<file path="src/rtl/alien_fleet.sv">
// alien_fleet: N_ROWS x N_COLS invader formation that marches, descends, takes rocket hits and picks shooters round-robin.
// Optional macro SPEEDUP_EN: the fleet moves only on every k-th tick, k = number of aliens alive.
module alien_fleet #(
    parameter int N_COLS    = 4,
    parameter int N_ROWS    = 2,
    parameter int START_X   = 30,
    parameter int START_Y   = 50,
    parameter int COL_PITCH = 30,
    parameter int ROW_PITCH = 50,
    parameter int HALF_W    = 20,
    parameter int HALF_H    = 10,
    parameter int STEP_X    = 2,
    parameter int STEP_DOWN = 10,
    parameter int X_MIN     = 0,
    parameter int X_MAX     = 639,
    parameter int FLOOR_Y   = 440,
    localparam int N        = N_ROWS * N_COLS,
    localparam int IW       = (N > 1) ? $clog2(N) : 1
) (
    input  logic          clk,
    input  logic          reset,
    input  logic          playing,
    input  logic          tick,
    input  logic          shiprocket,
    input  logic [9:0]    shiprocketX,
    input  logic [8:0]    shiprocketY,
    input  logic          fire_req,
    output logic [N-1:0]  alive,
    output logic [9:0]    fleetX,
    output logic [8:0]    fleetY,
    output logic          direction,
    output logic          hit,
    output logic [IW-1:0] hit_index,
    output logic          fire_valid,
    output logic [9:0]    fireX,
    output logic [8:0]    fireY,
    output logic          cleared,
    output logic          landed
);
    typedef enum logic [1:0] {IDLE, MARCH, CLEARED, LANDED} state_t;
    state_t state, state_next;

    // Geometry is evaluated at 16 bits so no sum or bound can wrap.
    localparam logic [15:0] CP       = 16'(COL_PITCH);
    localparam logic [15:0] RP       = 16'(ROW_PITCH);
    localparam logic [15:0] HW       = 16'(HALF_W);
    localparam logic [15:0] HH       = 16'(HALF_H);
    localparam logic [15:0] SX       = 16'(STEP_X);
    localparam logic [15:0] XMAX     = 16'(X_MAX);
    localparam logic [15:0] LEFT_LIM = 16'(X_MIN + HALF_W + STEP_X);
    localparam logic [15:0] FLOOR    = 16'(FLOOR_Y);

    logic              scanning;
    logic [IW-1:0]     scan_idx, scan_cnt, fire_ptr, scan_nxt;
    logic [15:0]       fx, fy, rx, ry, cx, cy, sx, sy, lcol, rcol;
    logic [N_COLS-1:0] col_alive;
    logic              any_alive, floor_hit, hit_any, at_edge, move;
    logic [IW-1:0]     hit_sel;

    assign fx        = 16'(fleetX);
    assign fy        = 16'(fleetY);
    assign rx        = 16'(shiprocketX);
    assign ry        = 16'(shiprocketY);
    assign any_alive = |alive;
    assign scan_nxt  = (scan_idx == IW'(N - 1)) ? '0 : scan_idx + IW'(1);

    // Descending walk so the lowest matching index is the last one written.
    always_comb begin
        col_alive = '0;
        cx        = '0;
        cy        = '0;
        sx        = '0;
        sy        = '0;
        lcol      = '0;
        rcol      = '0;
        floor_hit = 1'b0;
        hit_any   = 1'b0;
        hit_sel   = '0;
        for (int r = N_ROWS - 1; r >= 0; r--) begin
            for (int c = N_COLS - 1; c >= 0; c--) begin
                cx = fx + 16'(c) * CP;
                cy = fy + 16'(r) * RP;
                if (alive[r*N_COLS+c]) begin
                    col_alive[c] = 1'b1;
                    if (cy + HH >= FLOOR) floor_hit = 1'b1;
                    if (shiprocket && (rx + HW >= cx) && (rx <= cx + HW) &&
                        (ry + HH >= cy) && (ry <= cy + HH)) begin
                        hit_any = 1'b1;
                        hit_sel = IW'(r*N_COLS + c);
                    end
                end
                if (scan_idx == IW'(r*N_COLS + c)) begin
                    sx = cx;
                    sy = cy + HH;
                end
            end
        end
        for (int c = N_COLS - 1; c >= 0; c--) if (col_alive[c]) lcol = 16'(c);
        for (int c = 0; c < N_COLS; c++)      if (col_alive[c]) rcol = 16'(c);
        at_edge = direction ? (fx + rcol * CP + HW + SX > XMAX)
                            : (fx + lcol * CP < LEFT_LIM);
    end

`ifdef SPEEDUP_EN
    logic [IW:0] tick_cnt, kcount;

    always_comb begin
        kcount = '0;
        for (int i = 0; i < N; i++) kcount = kcount + (IW+1)'(alive[i]);
    end

    assign move = tick && (tick_cnt + (IW+1)'(1) >= kcount);

    always_ff @(posedge clk or posedge reset) begin
        if (reset)                            tick_cnt <= '0;
        else if (state != MARCH || !playing)  tick_cnt <= '0;
        else if (tick)                        tick_cnt <= move ? '0 : tick_cnt + (IW+1)'(1);
    end
`else
    assign move = tick;
`endif

    always_ff @(posedge clk or posedge reset) begin
        if (reset) state <= IDLE;
        else       state <= state_next;
    end

    always_comb begin
        state_next = state;
        cleared    = 1'b0;
        landed     = 1'b0;
        case (state)
            IDLE:    if (playing) state_next = MARCH;
            MARCH: begin
                if (!playing)        state_next = IDLE;
                else if (!any_alive) state_next = CLEARED;
                else if (floor_hit)  state_next = LANDED;
            end
            CLEARED: begin
                cleared = 1'b1;
                if (!playing) state_next = IDLE;
            end
            LANDED: begin
                landed = 1'b1;
                if (!playing) state_next = IDLE;
            end
            default: state_next = IDLE;
        endcase
    end

    always_ff @(posedge clk or posedge reset) begin
        if (reset) begin
            alive      <= '1;
            fleetX     <= 10'(START_X);
            fleetY     <= 9'(START_Y);
            direction  <= 1'b1;
            hit        <= 1'b0;
            hit_index  <= '0;
            fire_valid <= 1'b0;
            fireX      <= '0;
            fireY      <= '0;
            scanning   <= 1'b0;
            scan_idx   <= '0;
            scan_cnt   <= '0;
            fire_ptr   <= '0;
        end else begin
            hit        <= 1'b0;
            fire_valid <= 1'b0;
            if (state == IDLE || !playing) begin
                alive     <= '1;
                fleetX    <= 10'(START_X);
                fleetY    <= 9'(START_Y);
                direction <= 1'b1;
                scanning  <= 1'b0;
                scan_idx  <= '0;
                scan_cnt  <= '0;
                fire_ptr  <= '0;
            end else if (state == MARCH) begin
                if (move && any_alive) begin
                    if (at_edge) begin
                        fleetY    <= fleetY + 9'(STEP_DOWN);
                        direction <= ~direction;
                    end else if (direction) begin
                        fleetX <= fleetX + 10'(STEP_X);
                    end else begin
                        fleetX <= fleetX - 10'(STEP_X);
                    end
                end
                if (hit_any) begin
                    alive[hit_sel] <= 1'b0;
                    hit            <= 1'b1;
                    hit_index      <= hit_sel;
                end
                // Shooter eligibility uses the pre-edge bitmap, so a same-cycle kill still fires.
                if (scanning) begin
                    if (alive[scan_idx]) begin
                        fire_valid <= 1'b1;
                        fireX      <= sx[9:0];
                        fireY      <= sy[8:0];
                        fire_ptr   <= scan_nxt;
                        scanning   <= 1'b0;
                    end else begin
                        scan_idx <= scan_nxt;
                        if (scan_cnt == IW'(N - 1)) scanning <= 1'b0;
                        else                        scan_cnt <= scan_cnt + IW'(1);
                    end
                end else if (fire_req) begin
                    scanning <= 1'b1;
                    scan_idx <= fire_ptr;
                    scan_cnt <= '0;
                end
            end else begin
                scanning <= 1'b0;
            end
        end
    end
endmodule

</file>
<file path="config.mk">
export PLATFORM = sky130hd
export DESIGN_NAME = alien_fleet
export DESIGN_NICKNAME = d
export VERILOG_FILES = /design/src/rtl/alien_fleet.sv
export SDC_FILE = /design/constraint.sdc
export NUM_CORES = 1
export LEC_CHECK = 0
export BUFFER_PORTS_ARGS = -buffer_cell sky130_fd_sc_hd__clkbuf_2
export CAP_MARGIN = 15
export CORE_MARGIN = 2
export CORE_UTILIZATION = 55
export CTS_CLUSTER_DIAMETER = 60
export DETAILED_ROUTE_END_ITERATION = 12
export GPL_TIMING_DRIVEN = 1
export HOLD_SLACK_MARGIN = 0.03
export PLACE_DENSITY = 0.75
export SLEW_MARGIN = 30
export SYNTH_ARGS = -nofsm -noshare
export SYNTH_HDL_FRONTEND = slang
export SYNTH_SLANG_ARGS = --single-unit
export TNS_END_PERCENT = 20
</file>
<file path="constraint.sdc">
create_clock -name clk -period 5 [get_ports clk]
set_clock_uncertainty 0.15 [all_clocks]
set_input_delay 0.25 -clock clk [delete_from_list [all_inputs] [get_ports clk]]
set_output_delay 0.25 -clock clk [all_outputs]
set_load 0.1 [all_outputs]
</file>
* After elaboration in Yosys (flattened, before gate mapping)
Cells that the tools add are included.
** Operators by class
- Add/sub/neg operators :: 21
- $mul :: 2
- Magnitude comparators :: 19
- Eq/ne operators :: 17
- Multiplexer cells :: 137
- Bitwise logic cells :: 4
- Reductions and logical operators :: 48
** Operators by type and width (number)
- 2-to-1 mux 10 bit :: 13
- 2-to-1 mux 9 bit :: 12
- 2-to-1 mux 3 bit :: 32
- 2-to-1 mux 16 bit :: 5
- 2-to-1 mux 1 bit :: 63
- adder 11 x 5 -> 12 bit (second input constant) :: 3
- less-or-equal comparator 10 x 12 -> 1 bit :: 3
- adder 10 x 5 -> 11 bit (second input constant) :: 3
- greater-or-equal comparator 11 bit :: 3
- adder 10 x 16 -> 16 bit :: 2
- multiplier 16 x 4 -> 15 bit (second input constant) :: 2
- logical AND 1 bit :: 26
- 2-to-1 mux 8 bit :: 3
- adder 9 x 4 -> 10 bit (second input constant) :: 2
- AND reduction 3 bit :: 6
- adder 16 x 2 -> 16 bit (second input constant) :: 1
- adder 16 x 5 -> 16 bit (second input constant) :: 1
- greater-or-equal comparator 16 x 10 -> 1 bit :: 1
- greater-than comparator 16 x 10 -> 1 bit (second input constant) :: 1
- less-than comparator 16 x 5 -> 1 bit (second input constant) :: 1
- == test 3 bit (second input constant) :: 5
- 2-to-1 mux 2 bit :: 6
- nonzero test 2 bit :: 6
- adder 10 x 4 -> 11 bit (second input constant) :: 1
- 39 further kinds :: 47
** Storage, ports and cells
- Register bits after elaboration :: 64
- Input bits :: 25
- Output and inout bits :: 54
- Logic and storage cells :: 262

* Logic depth before layout (Yosys ltp)
- Depth in word-level cells :: 31
- Depth in mapped cells :: 20
- Depth with buffers taken out :: 19

* Worst setup path after synthesis
Ideal clock, no wire load.
- Kind :: flip-flop to flip-flop
- Start :: register fleetX[3]
- End :: register hit_index[0]
- Setup time :: 0.126 ns
- Arrival :: 4.718 ns
- Required time :: 4.724 ns
- Setup slack :: 0.006 ns
- Stages on the path, launching flop included :: 19
- Path buffers :: 1
- Clock period less this slack :: 4.994 ns
- Cells stage by stage :: dfstp_2 -> buf_2 -> inv_1 -> ha_1 -> a211oi_1 -> nor2_1 -> xnor2_1 -> nor4_1 -> xor2_1 -> ha_1 -> and4_1 -> and3_1 -> a311oi_1 -> o211ai_1 -> nand3_1 -> a21boi_0 -> a21oi_2 -> a31oi_4 -> mux2_4
** Between the ends
- Cells in the longest elaborated chain, start to end :: 23
- Elaborated cells on any way between the ends :: 72
- Those cells by class :: add/sub (7); order compare (8); mux (32); reduce/logical (25)
** RTL lines
- start, declared :: RTL line 29 : output logic [9:0] fleetX,
- start signal, assigned :: RTL line 154 : fleetX <= 10'(START_X);
- start signal, assigned :: RTL line 171 : fleetX <= 10'(START_X);
- start signal, assigned :: RTL line 184 : fleetX <= fleetX + 10'(STEP_X);
- adder 10 x 7 -> 11 bit :: RTL line 81 : cx = fx + 16'(c) * CP;
- adder 11 x 5 -> 12 bit / greater-or-equal comparator 11 bit (equally long branches) :: RTL line 86 : if (shiprocket && (rx + HW >= cx) && (rx <= cx + HW) &&
- less-or-equal comparator 10 x 12 -> 1 bit / logical AND 1 bit (equally long branches) :: RTL line 86
- logical AND 1 bit (2 in a row) :: RTL line 86
- logical AND 1 bit :: RTL line 87 : (ry + HH >= cy) && (ry <= cy + HH)) begin
- 2-to-1 mux 1 bit :: RTL line 86
- 2-to-1 mux 1 bit :: RTL line 83 : if (alive[r*N_COLS+c]) begin
- 2-to-1 mux 1 bit :: RTL line 86
- (+6 left out)
- 2-to-1 mux 1 bit :: RTL line 83
- 2-to-1 mux 1 bit :: RTL line 86
- 2-to-1 mux 1 bit :: RTL line 83
- 2-to-1 mux 1 bit :: RTL line 86
- 2-to-1 mux 1 bit :: RTL line 83
- 2-to-1 mux 1 bit :: RTL line 86
- 2-to-1 mux 1 bit :: RTL line 83
- AND reduction 3 bit (no source line)
- end signal, assigned :: RTL line 192 : hit_index <= hit_sel;
- end, declared :: RTL line 33 : output logic [IW-1:0] hit_index,
Several ways; a longest one is shown, not always the timed one.
A chain may end at the register's enable or synchronous reset.

* Worst setup path after layout
- Start :: register fleetX[2]
- End :: register hit_index[0]
Same word-level chain as after synthesis.

==> metrics.md <==
| Metric | Value |
|---|---|
| Pwr/cell area | 208 nW/µm² |
| Hold Vio Cnt, Final | 0 |
| Die H | 128 µm |
| Die area | 16400 µm² |
| First drt pass iteration count | 5 |
| Logic pwr share | 36.9% |
| Final wirelength | 26.5 mm |
| Nets | 1301 |
| Tcrit/Tclk final | 94.0% |
| Sw Pwr | 0.000789 W |
| Synthesis-stage register bit count | 61 |
| Cell variety after synth | 86 |
| Gr usage total | 33.0% |
| WS Path Type | reg2reg |
| Maxcap violations | 0 |
| First-pass GRT wire length | 42.5 mm |
| Post-Syn Instances | 1039 |
| Period minus WS final | 4700 ps |
| Rel. slew slack | 38.2% |
| Largest net degree at the start of global routing | 62 |
| Outcome | finished clean |
| Main synth FF type | dfrtp_1 |
| Setup TNS | 0 ps |
| Iter 0 DRT Violations | 871 |
| Initial antenna violation count | 0 |
| Drt drc | 0 |
| Clock tree buffer depth | 2 |
| Power, Total | 0.00199 W |
| CP Max Fanout | 10 |
| Cell Int Power | 0.00120 W |
| Sw Share | 39.6% |
| Core ar. | 15100 µm² |
| Crit start category | flip-flop |
| Synthesized area per cell | 8.17 µm² |
| Cts bufs inserted | 9 |
| DR WL/cell | 20.2 µm |
| Critical Path RT | 5060 ps |
| Gr ovfl total | 0 |
| Root Buffer | clkbuf_16 |
| # H-tree levels | 3 |
| Area added between synthesis and finish | 13.0% |
| Number of global-route vias before repair | 7895 |
| Clock transition at path regs | 60 ps |
| Finished Core Util | 63.3% |
| # rows | 45 |
| CTS Sinks | 61 |
| Slew @ Worst Pin | 921 ps |
| Synth warn | 0 |
| TritonCTS clock tree | yes |
| Initial Util | 56.1% |
| Peak supply drop | 318 µV |
| Post-DR vias/cell | 6.35 |
| Die X-Extent | 128 µm |
| Hold WS | 86.1 ps |
| Port-buffer cells | 75 |
| Crit end category | flip-flop |
| Crit path DAT | 4760 ps |
| Clock power share | 34.8% |
| Sequential share of power | 28.3% |
| Hold Path Class | in2reg |
| Final Max Slew Viols | 0 |
| Antenna-violating nets left | 0 |
| Final setup vio count | 0 |
| Post-DP HPWL | 20.4 mm |
| Io pins | 79 |
| Worst-Skew Late Latency | 330 ps |
| Achievable Freq | 0.213 GHz |
| Mapped Area | 8490 µm² |
| Layout cell share with drive strength beyond 1 | 16.2% |
| Async set or reset register ratio after synthesis | 100% |
| Post-synth EDFFs | 0 |
| GPL Wtd Cong | 1.01 |
| DR vias | 8329 |
| N_diodes | 0 |
| Sequential share of the synthesized area | 18.2% |
| Leakage power | 4.27 nW |
timing repair:
| item | in CTS | in global routing |
|---|---|---|
| endpoints found under the hold margin | 40 | 0 |
| gates resized for setup | 0 | 10 |
| buffers inserted | 0 | 1 |
| hold buffers | 1 | 0 |
| setup endpoints to repair | 0 | 9 |
critical path: stages (launching register included):
cell,delay (ps)
dfstp_2,650
inv_1,160
ha_1,560
inv_1,150
ha_1,240
o21ai_0,340
nor3_1,180
xor2_1,190
ha_1,310
nand2_1,50
o21ai_0,190
a21oi_1,100
a211oi_4,400
o21ai_1,170
a21oi_2,300
a31oi_4,130
mux2_4,310
power groups by stage:
stage	combinational [W]	clock, W	sequential, W
floorplan	0.000307	0	0.000816
global placement	0.000714	0	0.000570
detailed placement	0.000720	0	0.000571
CTS	0.000725	0.000700	0.000563
global route	0.000789	0.000722	0.000567
finish	0.000734	0.000692	0.000564
state kept, by name (all words and copies together), names as in the netlist:
signal and count:
alive 8, direction 1, fireX 10, fireY 8
fire_ptr 3, fire_valid 1, fleetX 9, fleetY 8
hit 1, hit_index 3, scan_cnt 3, scan_idx 3
scanning 1, state 2
area by class of cell:
cell class / count / area, µm²
inverter: 63 / 236
fill: 1356 / 5550
multi-input combinational: 873 / 6590
clock buffer: 12 / 267
timing repair buffer: 112 / 656
sequential: 61 / 1550
clock inverter: 3 / 67.6
tap: 188 / 235
per-layer routing:
metal | vias to the layer above | wire length (µm) | track usage (%)
met1 | 3891 | 11800 | 46.1
met3 | 74 | 2190 | 6.22
met2 | 370 | 11500 | 50.8
li1 | 3994 | - | -
met4 | 0 | 927 | 11.8
met5 | - | 0 | 0
through the flow:
stage                     instances  worst slack, ps  instance area [µm²]
after CTS                      1311              119                 9530
after floorplan                1042             5.82                 8500
final                          1312              300                 9590
after global routing           1312            -5.25                 9590
after global placement         1295              190                 9180
after detailed placement       1295              156                 9180
path summary, 6_finish.rpt:
check | from | end | slack (ps) | cells after the start
max in group asynchronous | reset | fleetX[8] | 3650 | 4
max reg2reg | fleetX[2] | hit_index[0] | 300 | 16
max | fleetX[2] | hit_index[0] | 300 | 16
min reg2reg | fireX[3] | fireX[3] | 320 | 2
min | playing | state[1] | 90 | 3
min in group asynchronous | reset | scanning | 540 | 4
Yosys cell counts (all sizes together), types with 8 or more instances:
library cell | count | area (µm²)
dfrtp | 45 | 1130
o21a | 14 | 105
nor2b | 13 | 81.3
buf | 13 | 75.1
a21o | 16 | 120
ha | 154 | 1930
nand2b | 12 | 75.1
nand2 | 91 | 342
o211ai | 20 | 150
mux2i | 8 | 80.1
nor2 | 71 | 269
xor2 | 18 | 158
xnor2 | 66 | 586
or3 | 9 | 56.3
o21ai | 68 | 340
o221ai | 13 | 114
clkbuf | 32 | 120
dfstp | 16 | 420
a31oi | 12 | 105
a211oi | 17 | 133
a21boi | 8 | 71.3
nand3 | 29 | 145
nand4 | 11 | 68.8
nor3 | 20 | 100
inv | 61 | 229
a21oi | 74 | 378
nor4 | 14 | 87.6
layout by cell type (no fill, tap or decap), types with 29 or more instances in the layout:
cell,instances
dfrtp_1,45
a21oi_1,72
clkbuf_2,75
nand3_1,29
nor2_1,70
ha_1,154
inv_1,59
o21ai_0,64
xnor2_1,62
buf_4,36
nand2_1,91
logic make-up after synthesis:
kind of cell    Yosys count  synth area share, %
fa+ha+maj               157                 23.3
buf+inv                 108                 5.08
compound gates          311                 25.3
simple gates            303                 17.3
xor+xnor                 84                 8.75
other cells               1               0.0442
flops                    61                 18.2
mux                      14                 2.05
(Power assumes the default switching activity.)
